**src/rtl/ahb_rr_master_arbiter.sv**
```systemverilog
// Round-robin arbiter that serialises single AHB transfers from NUM_REQ
// local requesters onto one master port feeding the AHB-APB bridge.
module ahb_rr_master_arbiter #(
    parameter int NUM_REQ  = 4,
    parameter int WAIT_MAX = 16
) (
    input  logic                   hclk,
    input  logic                   hreset,
    input  logic [NUM_REQ-1:0]     req,
    input  logic [NUM_REQ-1:0]     req_write,
    input  logic [32*NUM_REQ-1:0]  req_addr,
    input  logic [32*NUM_REQ-1:0]  req_wdata,
    output logic [NUM_REQ-1:0]     grant,
    output logic [NUM_REQ-1:0]     done,
    output logic                   err,
    output logic [31:0]            rdata,
    output logic [1:0]             htrans,
    output logic                   hwrite,
    output logic [31:0]            haddr,
    output logic [31:0]            hwdata,
    output logic                   hready_in,
    input  logic                   hready_out,
    input  logic [1:0]             hresp,
    input  logic [31:0]            hrdata
);

    localparam int PW = (NUM_REQ > 1) ? $clog2(NUM_REQ) : 1;
    localparam int WW = $clog2(WAIT_MAX + 1);

    typedef enum logic [1:0] {
        S_IDLE,
        S_ADDR,
        S_DATA
    } state_t;

    state_t        state;
    logic [PW-1:0] rr_ptr;
    logic [PW-1:0] owner;
    logic [PW-1:0] pick;
    logic [PW-1:0] owner_nxt;
    logic [WW-1:0] wait_cnt;
    logic [31:0]   wdata_q;
    logic [31:0]   addr_a  [NUM_REQ];
    logic [31:0]   wdata_a [NUM_REQ];

    for (genvar g = 0; g < NUM_REQ; g++) begin : g_slice
        assign addr_a[g]  = req_addr[32*g +: 32];
        assign wdata_a[g] = req_wdata[32*g +: 32];
    end

    // Nearest set bit at or above p (wrapping) wins; scan downward so
    // the closest candidate is the last to overwrite.
    function automatic logic [PW-1:0] rr_pick(
        input logic [NUM_REQ-1:0] r,
        input logic [PW-1:0]      p
    );
        logic [PW-1:0] jj;
        rr_pick = p;
        for (int i = NUM_REQ - 1; i >= 0; i--) begin
            jj = PW'((int'(p) + i) % NUM_REQ);
            if (r[jj]) rr_pick = jj;
        end
    endfunction

    assign pick      = rr_pick(req, rr_ptr);
    assign owner_nxt = (owner == PW'(NUM_REQ - 1)) ? '0
                                                   : owner + PW'(1);

    always_ff @(posedge hclk or posedge hreset) begin
        if (hreset) begin
            state     <= S_IDLE;
            rr_ptr    <= '0;
            owner     <= '0;
            wait_cnt  <= '0;
            wdata_q   <= '0;
            grant     <= '0;
            done      <= '0;
            err       <= 1'b0;
            rdata     <= '0;
            htrans    <= 2'b00;
            hwrite    <= 1'b0;
            haddr     <= '0;
            hwdata    <= '0;
            hready_in <= 1'b0;
        end else begin
            hready_in <= 1'b1;
            done      <= '0;
            err       <= 1'b0;
            unique case (state)
                S_IDLE: begin
                    if (|req) begin
                        owner   <= pick;
                        grant   <= NUM_REQ'(1) << pick;
                        haddr   <= addr_a[pick];
                        hwrite  <= req_write[pick];
                        wdata_q <= wdata_a[pick];
                        htrans  <= 2'b10;
                        state   <= S_ADDR;
                    end
                end
                S_ADDR: begin
                    if (hready_out) begin
                        htrans   <= 2'b00;
                        hwdata   <= hwrite ? wdata_q : 32'h0;
                        wait_cnt <= '0;
                        state    <= S_DATA;
                    end
                end
                S_DATA: begin
                    if (hready_out) begin
                        done   <= grant;
                        err    <= |hresp;
                        if (!hwrite) rdata <= hrdata;
                        grant  <= '0;
                        rr_ptr <= owner_nxt;
                        state  <= S_IDLE;
                    end else if (wait_cnt == WW'(WAIT_MAX - 1)) begin
                        // Slave stalled too long: abort with error.
                        done   <= grant;
                        err    <= 1'b1;
                        grant  <= '0;
                        rr_ptr <= owner_nxt;
                        state  <= S_IDLE;
                    end else begin
                        wait_cnt <= wait_cnt + WW'(1);
                    end
                end
                default: state <= S_IDLE;
            endcase
        end
    end

endmodule

```
**config.mk**
```make
export PLATFORM = sky130hd
export DESIGN_NAME = ahb_rr_master_arbiter
export DESIGN_NICKNAME = d
export VERILOG_FILES = /design/src/rtl/ahb_rr_master_arbiter.sv
export SDC_FILE = /design/constraint.sdc
export NUM_CORES = 1
export LEC_CHECK = 0
export CAP_MARGIN = 0
export CORE_AREA = 2 2 160 162
export CTS_CLUSTER_SIZE = 16
export DETAILED_ROUTE_END_ITERATION = 12
export DIE_AREA = 0 0 162 164
export PLACE_DENSITY = 0.77
export SYNTH_ARGS = -nofsm -noshare
export SYNTH_HDL_FRONTEND = slang
export SYNTH_SLANG_ARGS = --single-unit
```
**constraint.sdc**
```tcl
create_clock -name hclk -period 5.8 [get_ports hclk]
set_clock_uncertainty 0.15 [all_clocks]
set_input_delay 0.87 -clock hclk [delete_from_list [all_inputs] [get_ports hclk]]
set_output_delay 0.87 -clock hclk [all_outputs]
set_load 0.1 [all_outputs]
```
==> metrics <==
root buffer selected by CTS clkbuf_16; Vias 7824; Multi-input gate area 3670 um2; global-route wire length before repair 43.3 mm; Hold Path Class reg2reg; Yosys Warn Count 0; layout cells sized above 1 10.8%; final setup vio count 0; DR vias/cell 5.30; # H-tree levels 4; period utilization 61.1%; clock share of power 15.2%; total track usage 20.9%; initial antenna violation count 0; drt initial violations 468; Placement Cell Area 12100 um2; Starting Density 31.2%; relative slew slack 30.7%; share of flip-flops with an asynchronous set or reset 100%; part of the power in registers 23.5%; largest family of logic cells by synthesized area compound AO/OA/AOI/OAI gates; Netlist cell types 44; Skew-Pair Late Insertion Delay 420 ps; core area 24800 um2; non-filler instance count after layout 1477; met1 usage 25.6%; area share of the leading cell type in the synthesized netlist 48.9%; IO Count 410; Synth area leader dfrtp_1; EDFF count, synth 0; CTS Hold Bufs 0; RD Place Congestion 0.837; CP arrival 3690 ps; Worst EP required 5950 ps; Area contributors post-synth dfrtp_1, mux2_2, a221o_1; Wirelength per Cell 19.4 um; Sw Share 53.8%; full die area 26600 um2; peak supply drop 453 uV; Psw 4.01 mW; Post-CTS Setup Inserts 0; die width 162 um; Syn Inst Count 766; grt peak-use layer met2; # port buffers 408; Period minus WS final 3540 ps; Sequential Area 3780 um2; Worst setup SP type primary input; register area share after synthesis 48.9%; final hold vios 0; grt ovf 0; most frequent cells after synthesis dfrtp_1, o21ai_0, nand2_1, nand3_1, a21oi_1; # diodes 0; pin count of the biggest net entering global routing 76; top-count cell post-synth dfrtp_1; Main synth FF type dfrtp_1; maxcap violations 0; vias in the first global route 7872; Synth Area in XOR/XNOR 0%; Synth Area in Compound Gates 20.6%; Post-DRT Antenna Nets 0; CTS tree done; DRC Markers 0; Syn-to-layout area delta 64.1%; clk sinks 151; post-synthesis mux area share 14.4%; Synth Area in Simple Gates 11.4%; Std-Cell Rows 58; die height 164 um; TritonCTS buffer count 17; RSZ-0062 raised after global routing false; dpl hpwl 20.3 mm; clk buf depth 2; Post-Synth Adder-Cell Area 0.485%; Mapped Nets 1070; Comb pwr share 61.3%; Pint 3.44 mW; worst hold margin 329 ps; syn_area_per_cell 10.1 um2; top fanout value on the critical path 41; Slew @ Worst Pin 1040 ps; Crit. End Element register; final net count 1438; Tot Pwr 7.45 mW; Routed Wire Length 28.7 mm; GRT met2 Usage 34.8%; Slew Viols, Final 0; finished layout cell area 12700 um2; outcome completed; number of synthesized register bits 151; Synth Cell Area 7730 um2; Peak Freq 282 MHz; number of fill cells 2279; post_cts resized 0; Leak Pwr 5.11 nW; dpl cells 1445; post-route setup TNS 0 ps; PwrDens 588 nW/um2; met3 usage 5.30%; Initial DRT Pass Iterations 5; Reg2Reg Setup Slack 2870 ps; Setup CP Type in2reg; Clock transition at path regs 70 ps
==> registers in the layout, summed over array words and instances (netlist names) <==
| name | count |
|---|---|
| haddr | 32 |
| rr_ptr | 2 |
| wdata_q | 32 |
| state | 2 |
| hwrite | 1 |
| rdata | 32 |
| grant | 4 |
| hready_in | 1 |
| owner | 2 |
| htrans | 1 |
| wait_cnt | 5 |
| done | 4 |
| hwdata | 32 |
| err | 1 |
==> routing by layer <==
layer	part of all wire [%]	vias to the layer above
met2	48	404
met1	40	3781
li1	-	3579
met4	3.7	0
met5	0	-
met3	8.1	60
==> cell type report <==
class | instances | share of cell area [%]
clock buffers | 18 | 3.46
clock inverters | 14 | 1.26
inverters | 3 | 0.128
multi-input cells | 536 | 28.9
flip-flops and latches | 151 | 29.8
well taps | 330 | 3.25
repair buffers | 425 | 33.2
==> worst paths after layout <==
check | start | endpoint | cells past startpoint
max | req[3] | haddr[20] | 7
min | hwdata[13] | hwdata[13] | 2
max reg2reg | rr_ptr[1] | haddr[20] | 6
min reg2reg | hwdata[13] | hwdata[13] | 2
max in group asynchronous | hreset | rdata[9] | 3
min in group asynchronous | hreset | rdata[26] | 2
==> power groups by stage <==
stage | registers [mW] | logic (mW) | clock network, mW
finish | 1.75 | 4.57 | 1.13
global route | 1.80 | 4.77 | 1.21
CTS | 1.75 | 4.58 | 1.17
detailed placement | 1.76 | 4.58 | 0
global placement | 1.75 | 4.51 | 0
floorplan | 3.73 | 1.34 | 0
==> cells by family (layout without fill, tap and decap cells) <==
family / count (synthesis) / after routing
compound gates: 247 / 247
fa+ha+maj: 3 / 3
buf+inv: 79 / 460
flops: 151 / 151
mux: 99 / 99
other cells: 2 / 2
simple gates: 185 / 185
==> layout by cell type, fill, tap and decap left out, types with 4 or more instances in the layout <==
master	synthesis	routed
nand3_1	71	71
and2_1	4	4
nand2_1	77	77
buf_4	1	17
mux2_1	33	33
clkinv_4	0	4
a21oi_1	68	68
mux2_2	65	65
clkbuf_16	0	17
clkdlybuf4s50_1	0	408
o21ai_0	101	100
a221o_1	65	65
nand2b_1	5	5
nor2b_1	5	5
dfrtp_1	151	151
inv_8	0	4
inv_6	0	4
nor2_1	7	5
==> metrics by stage <==
step | setup slack, ps | util, %
floorplan | 715 | -
global placement | 1950 | 48.7
detailed placement | 1860 | 48.7
CTS | 2310 | 51.1
global route | 2180 | 51.1
finish | 2260 | 51.1
==> critical path: stages <==
cell             delay (ps)
clkdlybuf4s50_1         660
and3b_1                 260
or4_2                   900
buf_4                   410
nand3_1                 160
a21oi_1                  80
a221o_1                 280
Power figures use the tool's default switching activity.
